--- src/rtl/exu_wb_arb.sv ---
// Write-back arbiter: three execution units (ALU, MDU, LSU) share one register-file
// write port under round-robin priority, with a one-cycle registered write path.
module exu_wb_arb #(
    parameter int DW = 32,
    parameter int AW = 5
) (
    input  logic          clk,
    input  logic          rst,
    input  logic          flush_i,
    input  logic          alu_valid_i,
    input  logic          mdu_valid_i,
    input  logic          lsu_valid_i,
    input  logic [DW-1:0] alu_wdata_i,
    input  logic [DW-1:0] mdu_wdata_i,
    input  logic [DW-1:0] lsu_wdata_i,
    input  logic [AW-1:0] alu_waddr_i,
    input  logic [AW-1:0] mdu_waddr_i,
    input  logic [AW-1:0] lsu_waddr_i,
    output logic          alu_ready_o,
    output logic          mdu_ready_o,
    output logic          lsu_ready_o,
    output logic          reg_we_o,
    output logic [AW-1:0] reg_waddr_o,
    output logic [DW-1:0] reg_wdata_o,
    output logic [1:0]    grant_id_o
);

    // Handshake: a result moves when valid and ready are both high in the same
    // cycle; a source keeps valid, wdata and waddr stable until it sees ready.

    localparam logic [1:0] GID_NONE = 2'd3;

    logic [1:0]    ptr_q, ptr_d;
    logic          we_q, we_d;
    logic [AW-1:0] waddr_q, waddr_d;
    logic [DW-1:0] wdata_q, wdata_d;
    logic [1:0]    gid_q, gid_d;

    logic [1:0]    ptr_eff;
    logic [2:0]    valid_vec;
    logic [2:0]    ready_vec;
    logic          gnt_found;
    logic [1:0]    gnt_idx;
    logic [2:0]    sum;
    logic [1:0]    cand;
    logic [AW-1:0] sel_waddr;
    logic [DW-1:0] sel_wdata;

    // Round-robin search; walking the order backwards lets the earliest valid win.
    always_comb begin
        ptr_eff   = (ptr_q == 2'd3) ? 2'd0 : ptr_q;
        valid_vec = {lsu_valid_i, mdu_valid_i, alu_valid_i};
        gnt_found = 1'b0;
        gnt_idx   = 2'd0;
        sum       = 3'd0;
        cand      = 2'd0;
        for (int k = 2; k >= 0; k--) begin
            sum = {1'b0, ptr_eff} + 3'(k);
            if (sum >= 3'd3) sum = sum - 3'd3;
            cand = sum[1:0];
            if (valid_vec[cand]) begin
                gnt_found = 1'b1;
                gnt_idx   = cand;
            end
        end
    end

    always_comb begin
        ready_vec = 3'b000;
        if (!rst) begin
            if (flush_i)        ready_vec = valid_vec;
            else if (gnt_found) ready_vec[gnt_idx] = 1'b1;
        end
    end

    assign alu_ready_o = ready_vec[0];
    assign mdu_ready_o = ready_vec[1];
    assign lsu_ready_o = ready_vec[2];

    always_comb begin
        sel_waddr = alu_waddr_i;
        sel_wdata = alu_wdata_i;
        case (gnt_idx)
            2'd1: begin
                sel_waddr = mdu_waddr_i;
                sel_wdata = mdu_wdata_i;
            end
            2'd2: begin
                sel_waddr = lsu_waddr_i;
                sel_wdata = lsu_wdata_i;
            end
            default: ;
        endcase
    end

    // Flush drains accepted results without writing and leaves priority alone.
    always_comb begin
        ptr_d   = ptr_eff;
        we_d    = 1'b0;
        waddr_d = waddr_q;
        wdata_d = wdata_q;
        gid_d   = GID_NONE;
        if (!flush_i && gnt_found) begin
            ptr_d   = (gnt_idx == 2'd2) ? 2'd0 : gnt_idx + 2'd1;
            we_d    = (sel_waddr != '0);
            waddr_d = sel_waddr;
            wdata_d = sel_wdata;
            gid_d   = gnt_idx;
        end
    end

    always_ff @(posedge clk) begin
        if (rst) begin
            ptr_q   <= 2'd0;
            we_q    <= 1'b0;
            waddr_q <= '0;
            wdata_q <= '0;
            gid_q   <= GID_NONE;
        end else begin
            ptr_q   <= ptr_d;
            we_q    <= we_d;
            waddr_q <= waddr_d;
            wdata_q <= wdata_d;
            gid_q   <= gid_d;
        end
    end

    assign reg_we_o    = we_q;
    assign reg_waddr_o = waddr_q;
    assign reg_wdata_o = wdata_q;
    assign grant_id_o  = gid_q;

endmodule

--- config.mk ---
export PLATFORM = sky130hd
export DESIGN_NAME = exu_wb_arb
export DESIGN_NICKNAME = d
export VERILOG_FILES = /design/src/rtl/exu_wb_arb.sv
export SDC_FILE = /design/constraint.sdc
export NUM_CORES = 1
export LEC_CHECK = 0
export BUFFER_PORTS_ARGS = -buffer_cell sky130_fd_sc_hd__buf_4
export CAP_MARGIN = 20
export CORE_ASPECT_RATIO = 1.4
export CORE_MARGIN = 2
export CORE_UTILIZATION = 40
export DETAILED_ROUTE_END_ITERATION = 6
export GPL_TIMING_DRIVEN = 0
export PLACE_DENSITY_LB_ADDON = 0.2
export SLEW_MARGIN = 15
export SYNTH_ARGS = -nofsm -noshare
export SYNTH_HDL_FRONTEND = slang
export SYNTH_SLANG_ARGS = --single-unit
export TNS_END_PERCENT = 30
--- constraint.sdc ---
create_clock -name clk -period 4 [get_ports clk]
set_input_delay 0 -clock clk [delete_from_list [all_inputs] [get_ports clk]]
set_output_delay 0 -clock clk [all_outputs]
set_load 0.01 [all_outputs]
# ---- Word level (Yosys, flattened, before mapping)
# Index checks and enable logic that the tools add are counted.
dict set report word_totals {
  reg_bits 42
}
dict set report op_classes {
  add_sub_neg 6
  n_lt_le_gt_ge 8
  n_eq_ne 3
  n_mux 25
  bitwise 1
  reduce_logical 5
}
# cell count
set ops {}
lappend ops {{$pmux 32 s2} 1}
lappend ops {{$mux 2} 9}
lappend ops {{$lt 2x3->1 const B} 4}
lappend ops {{$pmux 5 s2} 1}
lappend ops {{$mux 3} 3}
lappend ops {{$mux 1} 7}
lappend ops {{$bmux 1 s2} 3}
lappend ops {{$ge 3x2->1 const B} 2}
lappend ops {{$sub 2x2->2 const B} 3}
lappend ops {{$reduce_bool 5->1} 1}
lappend ops {{$eq 2x2->1 const B} 2}
lappend ops {{$add 2x1->3 const B} 1}
lappend ops {{$add 2x2->3 const B} 1}
lappend ops {{$add 2x1->2 const B} 1}
lappend ops {{$demux 1 s2} 1}
lappend ops {{$eq 2x1->1 const B} 1}
lappend ops {{$ge 2x1->1 const B} 1}
lappend ops {{$ge 2x2->1 const B} 1}
lappend ops {{$logic_and 1x1->1} 2}
lappend ops {{$reduce_or 2->1} 1}
lappend ops {{$logic_not 1->1} 1}
lappend ops {{$not 1->1} 1}

# ---- Logic depth before layout (Yosys ltp)
# Gate-level depths: netlist (run 1).
dict set report depth {
  depth_word 17
  depth_mapped 14
  depth_no_buf 11
}

# ---- Worst setup path before layout (run 1)
# OpenSTA, ideal clock, no wires.
dict set report synth_path {
  path_type {reg-to-reg}
  from {reg ptr_q[0]}
  to {reg wdata_q[17], in the netlist reg_wdata_o[17]}
  setup_time_ns 0.072
  arrival_time_ns 2.859
  required_time_ns 3.928
  path_slack_ns 1.070
  stages_incl_launch_ff 13
  synth_period_minus_slack_ns 2.930
  path_cell_list {dfxtp_1 > inv_1 > ha_1 > mux2_2 > mux2_4 > a211oi_1 > nor2_1 > ha_1 > clkbuf_1 > buf_1 > nor2_1 > a211o_1 > mux2i_1}
}
dict set report synth_via {
  elab_chain_len 12
  word_cells_on_any_way 29
}
# element line
set synth_rtl {}
lappend synth_rtl {{start: declaration} 33} ;# logic [1:0] ptr_q, ptr_d;
lappend synth_rtl {{start signal: assignment} 120} ;# ptr_q <= ptr_d;
lappend synth_rtl {{$eq 2x2->1} 51} ;# ptr_eff = (ptr_q == 2'd3) ? 2'd0 : ptr_q;
lappend synth_rtl {{$mux 2 *} 51}
lappend synth_rtl {{$add 2x2->3} 58} ;# sum = {1'b0, ptr_eff} + 3'(k);
lappend synth_rtl {{$ge 3x2->1 / $sub 2x2->2 (equally long branches)} 59} ;# if (sum >= 3'd3) sum = sum - 3'd3;
lappend synth_rtl {{$mux 2} 59}
lappend synth_rtl {{$bmux 1 s2} 61} ;# if (valid_vec[cand]) begin
lappend synth_rtl {{$mux 1 (not written as such)} 61}
lappend synth_rtl {{$mux 2 (3 in a row)} 61}
lappend synth_rtl {{$eq 2x2->1 / $eq 2x1->1 (equally long branches)} 83} ;# case (gnt_idx)
lappend synth_rtl {{$pmux 32 s2} 83}
lappend synth_rtl {{end signal: assignment} 123} ;# wdata_q <= wdata_d;
lappend synth_rtl {{end: declaration} 36} ;# logic [DW-1:0] wdata_q, wdata_d;
# Every way passes the cells marked *; elsewhere a longest branch is shown, timed or not. The select of a mux whose other input is x is not followed.
# A chain may end at the register's enable or synchronous reset.

# ---- Final worst setup path (run 1)
dict set report layout_path {
  from {reg ptr_q[1]}
  to {out mdu_ready_o}
}
dict set report layout_via {
  elab_chain_len 17
  word_cells_on_any_way 33
}
# element line
set layout_rtl {}
lappend layout_rtl {{$eq 2x2->1} 51}
lappend layout_rtl {{$mux 2 *} 51}
lappend layout_rtl {{$add 2x2->3} 58}
lappend layout_rtl {{$ge 3x2->1 / $sub 2x2->2 (equally long branches)} 59}
lappend layout_rtl {{$mux 2} 59}
lappend layout_rtl {{$bmux 1 s2} 61}
lappend layout_rtl {{$mux 1 (not written as such)} 61}
lappend layout_rtl {{$mux 2 (2 in a row)} 61}
lappend layout_rtl {{$mux 2 *} 61}
lappend layout_rtl {{via gnt_idx[0]} 43} ;# logic [1:0] gnt_idx;
lappend layout_rtl {{$lt 2x3->1 (not written as such) / $ge 2x1->1 (equally long branches)} 72} ;# else if (gnt_found) ready_vec[gnt_idx] = 1'b1;
lappend layout_rtl {{$logic_and 1x1->1 (not written as such)} 72}
lappend layout_rtl {{$mux 1 (not written as such)} 72}
lappend layout_rtl {{$demux 1 s2 *} 72}
lappend layout_rtl {{$mux 3 *} 72}
lappend layout_rtl {{$mux 3 *} 71} ;# if (flush_i) ready_vec = valid_vec;
lappend layout_rtl {{$mux 3 *} 70} ;# if (!rst) begin
lappend layout_rtl {{end: declaration} 20} ;# output logic mdu_ready_o,
# Mark *: on every way through the listed nets, which the timed path passes. The rest lies on a longest branch. The select of a mux whose other input is x is not followed.

==> results.yml, run 1 <==
status:
  status: "finished, final reports clean"
placed_design:
  port_buffers: 157
  gp_congestion: 0.9128
  post-dp-hpwl_um: 7050
synthesis:
  netlist_instances: 324
  syn_avg_cell_area_um2: 8.789
  yosysMostFrequentCell: "dfxtp_1"
  synth_cell_types: 37
  synth.top_cell.area_share_pct: 29.53
  synth_top_flop_cell: "dfxtp_1"
  synth-edff-count: 0
  ys_seq_elements: 42
  synth.largest_area_cell: "dfxtp_1"
  ys_top_cells_by_count: "dfxtp_1, nor2_1, a22oi_1, nand2b_1, mux2i_1"
  synth-async-reset-ratio_pct: 0
  syn_nets: 449
  yosysSeqAreaShare_pct: 29.53
  synth_area_leaders: "dfxtp_1, mux2i_1, a211o_1"
  yosysWarningCount: 0
  syn_area_um2: 2848
drt:
  first_iter_violations: 160
  viasPerCell: 5.349
  postRouteAntennaNets: 0
  post-route-drc-count: 0
  routed_wl_um: 9136
  firstDrtPassIters: 4
  avgRoutedWirePerCell_um: 15.64
  vias: 3124
critical_path:
  endpoint: "mdu_ready_o"
  cp-end-kind: "output pin"
  crit_type: "flop to output pin"
  startpoint: "ptr_q[1]"
  crit_chain: "inv_1 > ha_1 > clkbuf_1 > nor3b_1 > o21ai_0 > a211oi_1 > or2_1 > ha_1 > clkbuf_1 > clkbuf_1 > nand2b_1 > o32ai_1 > buf_4"
  timing.rr.end: "reg_wdata_o[0]"
  cpPeakStageDelay_ps: 440
  cp_common_cell: "clkbuf_1"
  rrSetupSlack_ps: 440
  cp-start-kind: "flop"
  critical-path-slowest-cell: "clkbuf_1"
  reg2regPathDepth: 13
  r2r_start: "ptr_q[1]"
  crit_path_max_fanout: 10
  crit_arrival_ps: 3600
  required_ps: 4000
timing:
  clock_skew_ps: 5.490
  setup_violations: 0
  max_freq_mhz: 277.9
  finalHoldViolCount: 0
  finalCriticalPeriod_ps: 3599
  worst_slew_pin_slew_ps: 638.1
  slew_headroom_pct: 56.25
  slew_violations: 0
  hold_slack_ps: 90.69
  setup_tns_ps: 0
  grt_setup_unrepaired: "no"
  post-route-period-util_pct: 89.97
cts:
  insertion_delay_ps: 290
  cts-root-buf: "clkbuf_8"
  cts_buffers: 5
  htreeDepth: 2
  postCtsSetupBuffers: 0
  cts.path.max_buffers: 2
  path_clk_slew_ps: 80
  numClockSinks: 42
  cts_tree: "done"
  ctsHoldBuffers: 0
  cts_resized: 0
layout:
  area_growth_pct: 49.30
  regArea_um2: 840.8
  fill_cells: 676
  multiInputGateArea_um2: 1802
  fin_nets: 613
  antenna_cells: 0
  drive_gt1_share_pct: 35.79
floorplan:
  die_w_um: 75.31
  die_h_um: 103.8
  start_util_pct: 41.05
  die-area_um2: 7820
  coreArea_um2: 6937
  rows: 36
  ios: 160
pwr:
  power_density_nw_per_um2: 427.1
  clkPwrFrac_pct: 18.2
  intPower_w: 0.001136
  p_seq_share_pct: 30.3
  combPwrFrac_pct: 51.6
  cellLeakagePower_nw: 1.943
  switching_power_w: 0.0006799
  p_sw_share_pct: 37.45
  max-vdd-ir-drop_v: 0.0003019
grt:
  grt_pass1_vias: 3191
  overflow: 0
  grt_antenna_before_repair: 0
  track_usage_pct: 23.66
  grt_pass1_wl_um: 14750
  grt_start_max_net_pins: 13
flow_run:
  drv_cap: 0
worst_hold_path:
  min-delay-path-class: "primary input to flop"
==> through the flow <==
stage | std cells | utilization [%] | cell area, um^2 | power [W] | setup slack, ps
floorplan | 324 | - | 2848 | 0.001127 | 1070
CTS | 584 | 61.29 | 4252 | 0.001835 | 370.0
global placement | 576 | 59.76 | 4145 | 0.001484 | 492.3
global route | 584 | 61.29 | 4252 | 0.001943 | 53.95
detailed placement | 576 | 59.76 | 4145 | 0.001501 | 437.4
finish | 584 | 61.29 | 4252 | 0.001816 | 401.3
==> power by group through the flow <==
stage / clock network, W / logic (W) / registers (W)
detailed placement: 0 / 0.000942 / 0.000558
CTS: 0.000340 / 0.000945 / 0.000550
floorplan: 0 / 0.000533 / 0.000594
global placement: 0 / 0.000928 / 0.000556
finish: 0.000330 / 0.000937 / 0.000550
global route: 0.000354 / 0.00103 / 0.000559
==> per-layer routing <==
layer	part of all wire, %	track usage, %	up-vias
li1	-	-	1535
met1	38	27.20	1448
met2	52	41.74	118
met3	6.8	4.475	23
met4	3.0	8.521	0
met5	0	0	-
==> placed cells by master (no fill, tap or decap), drive strengths merged, types with 3 or more instances in the layout <==
cell | synthesis | final
a211o | 32 | 32
a21oi | 13 | 13
a22oi | 37 | 37
buf | 9 | 166
clkbuf | 23 | 30
dfxtp | 42 | 42
ha | 8 | 8
inv | 4 | 4
mux2i | 33 | 33
nand2 | 4 | 4
nand2b | 37 | 37
nor2 | 40 | 40
o211ai | 8 | 8
o21ai | 3 | 3
o221ai | 7 | 7
==> kinds of logic after synthesis <==
kind of cell    Yosys count  share of synthesized area [%]
fa+ha+maj                 8                          3.515
simple gates             92                          16.52
compound gates          110                          30.71
mux                      35                          12.52
buf+inv                  37                          7.205
flops                    42                          29.53
==> worst max-delay path, delay by kind of cell, from the launching register on <==
family                   cells  cell delay [ps]
AO/OA/AOI/OAI                3              550
flip-flops                   1              340
AND/OR/NAND/NOR              3              540
buffers and inverters        5             1440
adder cells (fa/ha/maj)      2              410
==> how the worst min path moves through the flow <==
stage	start	end	cells past startpoint
floorplan	lsu_valid_i	lsu_ready_o	2
global placement	alu_wdata_i[19]	reg_wdata_o[19]	4
detailed placement	grant_id_o[1]	grant_id_o[1]	1
CTS	alu_wdata_i[18]	reg_wdata_o[18]	4
global route	alu_wdata_i[16]	reg_wdata_o[16]	4
finish	alu_wdata_i[26]	reg_wdata_o[26]	4
==> layout make-up <==
class / instances / area share, %
Tap cell: 95 / 2.796
Timing Repair Buffer: 157 / 27.72
Sequential cell: 42 / 19.78
Clock buffer: 7 / 1.795
Multi-Input combinational cell: 245 / 42.38
Clock inverter: 1 / 0.7063
Buffer: 32 / 4.385
Inverter: 5 / 0.4414
==> state kept, by name, indices dropped and copies added (netlist names) <==
register	cells
grant_id_o	2
ptr_q	2
reg_waddr_o	5
reg_wdata_o	32
reg_we_o	1
No activity file was read; power rests on OpenSTA's default activity.
==> run 2, diff against run 1 <==
==> constraint.sdc (replaced) <==
create_clock -name clk -period 4 [get_ports clk]
set_input_delay 0.8 -clock clk [delete_from_list [all_inputs] [get_ports clk]]
set_output_delay 0.8 -clock clk [all_outputs]
set_load 0.01 [all_outputs]
==> run 2 against run 1 <==
Effect of this change: combinational power grew 0.7%; global-route usage is essentially flat; wire length shrank 0.44%; sequential power is essentially flat; critical path type unchanged; worst setup slack lost 200 ps; cell area grew 0.26%; total power grew 0.32%.
==> results.yml, run 2 (synthesis gave the netlist of run 1 again) <==
placed_design:
  gp_congestion: 0.9128
  post-dp-hpwl_um: 7050
  placed_cell_area_um2: 4145
  port_buffers: 157
floorplan:
  die_w_um: 75.31
  rows: 36
  coreArea_um2: 6937
  ios: 160
  die-area_um2: 7820
  die_h_um: 103.8
  start_util_pct: 41.05
cts:
  htreeDepth: 2
  cts-root-buf: "clkbuf_8"
  insertion_delay_ps: 290
  cts.path.max_buffers: 2
  path_clk_slew_ps: 80
  cts_buffers: 5
  numClockSinks: 42
  cts_tree: "done"
layout:
  regArea_um2: 840.8
  drive_gt1_share_pct: 37.04
  multiInputGateArea_um2: 1822
  area_growth_pct: 49.69
  fin_nets: 610
  final_cell_mix: "buf_4, dfxtp_1, nor2_1"
  stdcell_area_um2: 4263
  antenna_cells: 0
  largest_reg_flops: 32
  layout_commonest_cell: "buf_4"
  fill_cells: 675
critical_path:
  crit_arrival_ps: 3000
  startpoint: "ptr_q[1]"
  required_ps: 3200
  cp-end-kind: "output pin"
  rrSetupSlack_ps: 510
  r2r_start: "ptr_q[1]"
  crit_path_max_fanout: 11
  crit_type: "flop to output pin"
  cp-start-kind: "flop"
worst_hold_path:
  min-delay-path-class: "flop to flop"
  holdCritStartpoint: "reg_wdata_o[28]"
timing:
  max_freq_mhz: 263.1
  clock_skew_ps: 5.217
  post-route-period-util_pct: 95.01
  worst_slew_pin_slew_ps: 630.2
  setup_violations: 0
  hold_slack_ps: 475.9
  slew_violations: 0
  grt_setup_unrepaired: "no"
  finalHoldViolCount: 0
  slew_headroom_pct: 56.79
  setup_tns_ps: 0
  finalCriticalPeriod_ps: 3801
grt:
  top_usage_layer: "met2"
  grt_pass1_vias: 3188
  gr-usage-met1_pct: 26.96
  grt_start_max_net_pins: 13
  overflow: 0
  grt_pass1_wl_um: 14750
  use_met3_pct: 4.475
  track_usage_pct: 23.64
  grt_antenna_before_repair: 0
  gr-usage-met2_pct: 41.93
pwr:
  intPower_w: 0.001142
  clkPwrFrac_pct: 18.0
  p_seq_share_pct: 30.2
  power_density_nw_per_um2: 427.3
  cellLeakagePower_nw: 1.946
  p_sw_share_pct: 37.30
  finalPower_w: 0.001821
  max-vdd-ir-drop_v: 0.0003023
  combPwrFrac_pct: 51.8
  switching_power_w: 0.0006794
flow_run:
  drv_cap: 0
drt:
  first_iter_violations: 138
  avgRoutedWirePerCell_um: 15.66
  postRouteAntennaNets: 0
  firstDrtPassIters: 4
  viasPerCell: 5.348
  post-route-drc-count: 0
  routed_wl_um: 9096
  vias: 3107
status:
  status: "finished, final reports clean"
run 2: path summary, 6_finish.rpt:
| kind | end | cells after the start |
|---|---|---|
| worst max register to register | reg_wdata_o[0] | 11 |
| worst max-delay path | mdu_ready_o | 10 |
| worst min register to register | reg_wdata_o[28] | 2 |
| worst min-delay path | reg_wdata_o[28] | 2 |
run 2: worst max-delay path, cell delays in order (launching register included):
cell,delay [ps]
dfxtp_1,390
ha_1,250
mux2_2,360
mux2_4,340
a211oi_2,220
or2_1,230
ha_4,240
buf_2,250
nand2b_1,90
o32ai_1,150
buf_4,190
run 2: timing repair:
| action | 4_1_cts | 5_1_grt |
|---|---|---|
| buffers inserted | 0 | 0 |
| hold buffers | 0 | 0 |
| resized for setup | 3 | 5 |
| setup endpoints to repair | 2 | 2 |
run 2: cell type report:
| class | count | share of cell area (%) |
|---|---|---|
| Buffer | 29 | 4.168 |
| Clock buffer | 7 | 1.790 |
| Inverter | 5 | 0.4403 |
| Tap cell | 95 | 2.788 |
| Multi-Input combinational cell | 245 | 42.74 |
| Clock inverter | 1 | 0.7044 |
| Sequential cell | 42 | 19.72 |
| Timing Repair Buffer | 157 | 27.65 |
run 2: power by group through the flow:
stage	logic [W]	registers, W	clock network, W
final	0.000944	0.000550	0.000328
after CTS	0.000947	0.000550	0.000340
after global placement	0.000928	0.000556	0
after global routing	0.00104	0.000559	0.000354
after floorplan	0.000533	0.000594	0
after detailed placement	0.000942	0.000558	0
run 2: metrics by stage:
step	std cells	util (%)	setup slack (ps)
final	581	61.45	199.5
after detailed placement	576	59.76	-325.9
after CTS	582	61.27	30.94
after floorplan	324	-	413.6
after global routing	581	61.45	33.59
after global placement	576	59.76	-314.4
run 2: routing by layer:
layer  up-vias  part of all wire [%]
met3        23                   6.5
met2       111                    52
met4         0                   3.0
met5         -                     0
met1      1448                    38
li1       1525                     -
==> run 3, diff against run 2 <==
Settings changed: CTS_BUF_LIST set to sky130_fd_sc_hd__clkbuf_4.
==> run 3 against run 2 <==
Effect of this change: first-iteration DRC count increased by 8.0%; die area unchanged; count of clock-buffer cells in the layout unchanged; sequential share of layout area increased by 0.052 points.
==> results.yml, run 3 (synthesis gave the netlist of run 1 again) <==
layout:
  fin_cells: 581
  final_cell_mix: "buf_4, dfxtp_1, nor2_1"
  area_growth_pct: 49.30
  largest_reg_flops: 32
  antenna_cells: 0
  fin_nets: 610
  drive_gt1_share_pct: 37.45
  layout_commonest_cell: "buf_4"
  final_core_util_pct: 61.29
critical_path:
  endpoint: "mdu_ready_o"
  cp-start-kind: "flop"
  path_buf_inv: 2
  timing.rr.end: "reg_wdata_o[0]"
  r2r_start: "ptr_q[1]"
  startpoint: "ptr_q[1]"
  cp-end-kind: "output pin"
  crit_type: "flop to output pin"
  crit_chain: "ha_1 > mux2_2 > mux2_4 > a211oi_2 > or2_1 > ha_4 > clkbuf_4 > nand2b_1 > o32ai_1 > buf_4"
  reg2regPathDepth: 11
  crit_path_max_fanout: 11
  worst-path-stages: 10
  rrSetupSlack_ps: 460
  critical-path-slowest-cell: "dfxtp_1"
  cpPeakStageDelay_ps: 410
  crit_arrival_ps: 3050
  critPathTopFamily: "multiplexers"
  required_ps: 3200
pwr:
  p_sw_share_pct: 38.04
  clkPwrFrac_pct: 15.8
  p_seq_share_pct: 30.8
  max-vdd-ir-drop_v: 0.0002972
  power_density_nw_per_um2: 419.4
  switching_power_w: 0.0006783
  cellLeakagePower_nw: 1.942
  intPower_w: 0.001105
  combPwrFrac_pct: 53.4
timing:
  finalCriticalPeriod_ps: 3850
  finalHoldViolCount: 0
  post-route-period-util_pct: 96.24
  worst_slew_pin_slew_ps: 622.1
  clock_skew_ps: 9.857
  slew_headroom_pct: 57.34
  setup_violations: 0
  slew_violations: 0
  setup_tns_ps: 0
  max_freq_mhz: 259.8
floorplan:
  ios: 160
  die-area_um2: 7820
  coreArea_um2: 6937
  rows: 36
  start_util_pct: 41.05
  die_w_um: 75.31
  die_h_um: 103.8
placed_design:
  dp.cells: 576
  port_buffers: 157
  post-dp-hpwl_um: 7050
  gp_congestion: 0.9128
drt:
  vias: 3116
  avgRoutedWirePerCell_um: 15.71
  post-route-drc-count: 0
  first_iter_violations: 149
  postRouteAntennaNets: 0
  firstDrtPassIters: 4
  routed_wl_um: 9125
  viasPerCell: 5.363
flow_run:
  drv_cap: 0
grt:
  grt_antenna_before_repair: 0
  grt_start_max_net_pins: 21
  track_usage_pct: 23.39
  grt_pass1_wl_um: 14610
  overflow: 0
  grt_pass1_vias: 3158
cts:
  cts.path.max_buffers: 2
  cts_tree: "done"
  numClockSinks: 42
  insertion_delay_ps: 350
  cts_buffers: 5
  cts-root-buf: "clkbuf_4"
  ctsHoldBuffers: 0
  htreeDepth: 2
  path_clk_slew_ps: 110
worst_hold_path:
  min-delay-path-class: "flop to flop"
  hold_path_depth: 2
status:
  status: "finished, final reports clean"
==> run 3: cell count changes in the layout (fill, tap and decap cells not counted), sizes merged <==
cell,change
buf,-1
clkbuf,+1
==> run 3: timing repair <==
action	4_1_cts	5_1_grt
gates resized for setup	4	5
endpoints found under the setup margin	2	2
setup buffers	0	0
==> run 3: worst min-delay path by stage <==
stage                                from               to  slack (ps)
after global placement    reg_wdata_o[12]  reg_wdata_o[12]         460
after CTS                 reg_wdata_o[28]  reg_wdata_o[28]         490
after floorplan           reg_wdata_o[10]  reg_wdata_o[10]         500
final                      reg_wdata_o[6]   reg_wdata_o[6]         480
after detailed placement  reg_wdata_o[28]  reg_wdata_o[28]         470
after global routing      reg_wdata_o[24]  reg_wdata_o[24]         510
==> run 3: through the flow <==
stage	hold WS [ps]	worst slack (ps)	cell area, um^2	total power (W)
global placement	462.8	-314.4	4145	0.001484
CTS	486.1	5.965	4225	0.001788
global route	507.6	-0.6610	4252	0.001907
finish	482.1	150.2	4252	0.001783
detailed placement	466.3	-325.9	4145	0.001501
floorplan	495.8	413.6	2848	0.001127
==> run 3: layer usage <==
metal / track usage [%] / wire length, um
met5: 0 / 0
met4: 7.519 / 215
met3: 4.475 / 626
met2: 41.74 / 4803
met1: 26.84 / 3480
==> run 3: tightest hold or removal path, stage by stage, from the launching register on <==
cell,delay [ps]
dfxtp_1,330
nand2b_1,60
mux2i_1,60
==> run 3: final cells by class <==
cell class,count,area (um^2)
Fill cell,675,2685
Clock inverter,1,30.03
Timing Repair Buffer,157,1179
Buffer,29,180.2
Multi-Input combinational cell,245,1832
Tap cell,95,118.9
Sequential cell,42,840.8
Clock buffer,7,52.55
Inverter,5,18.77
==> run 3: power by group through the flow <==
| stage | Combinational (W) | Sequential, W | Clock [W] |
|---|---|---|---|
| after floorplan | 0.000533 | 0.000594 | 0 |
| after global placement | 0.000928 | 0.000556 | 0 |
| after detailed placement | 0.000942 | 0.000558 | 0 |
| after CTS | 0.000946 | 0.000550 | 0.000292 |
| after global routing | 0.00104 | 0.000559 | 0.000304 |
| final | 0.000952 | 0.000550 | 0.000282 |
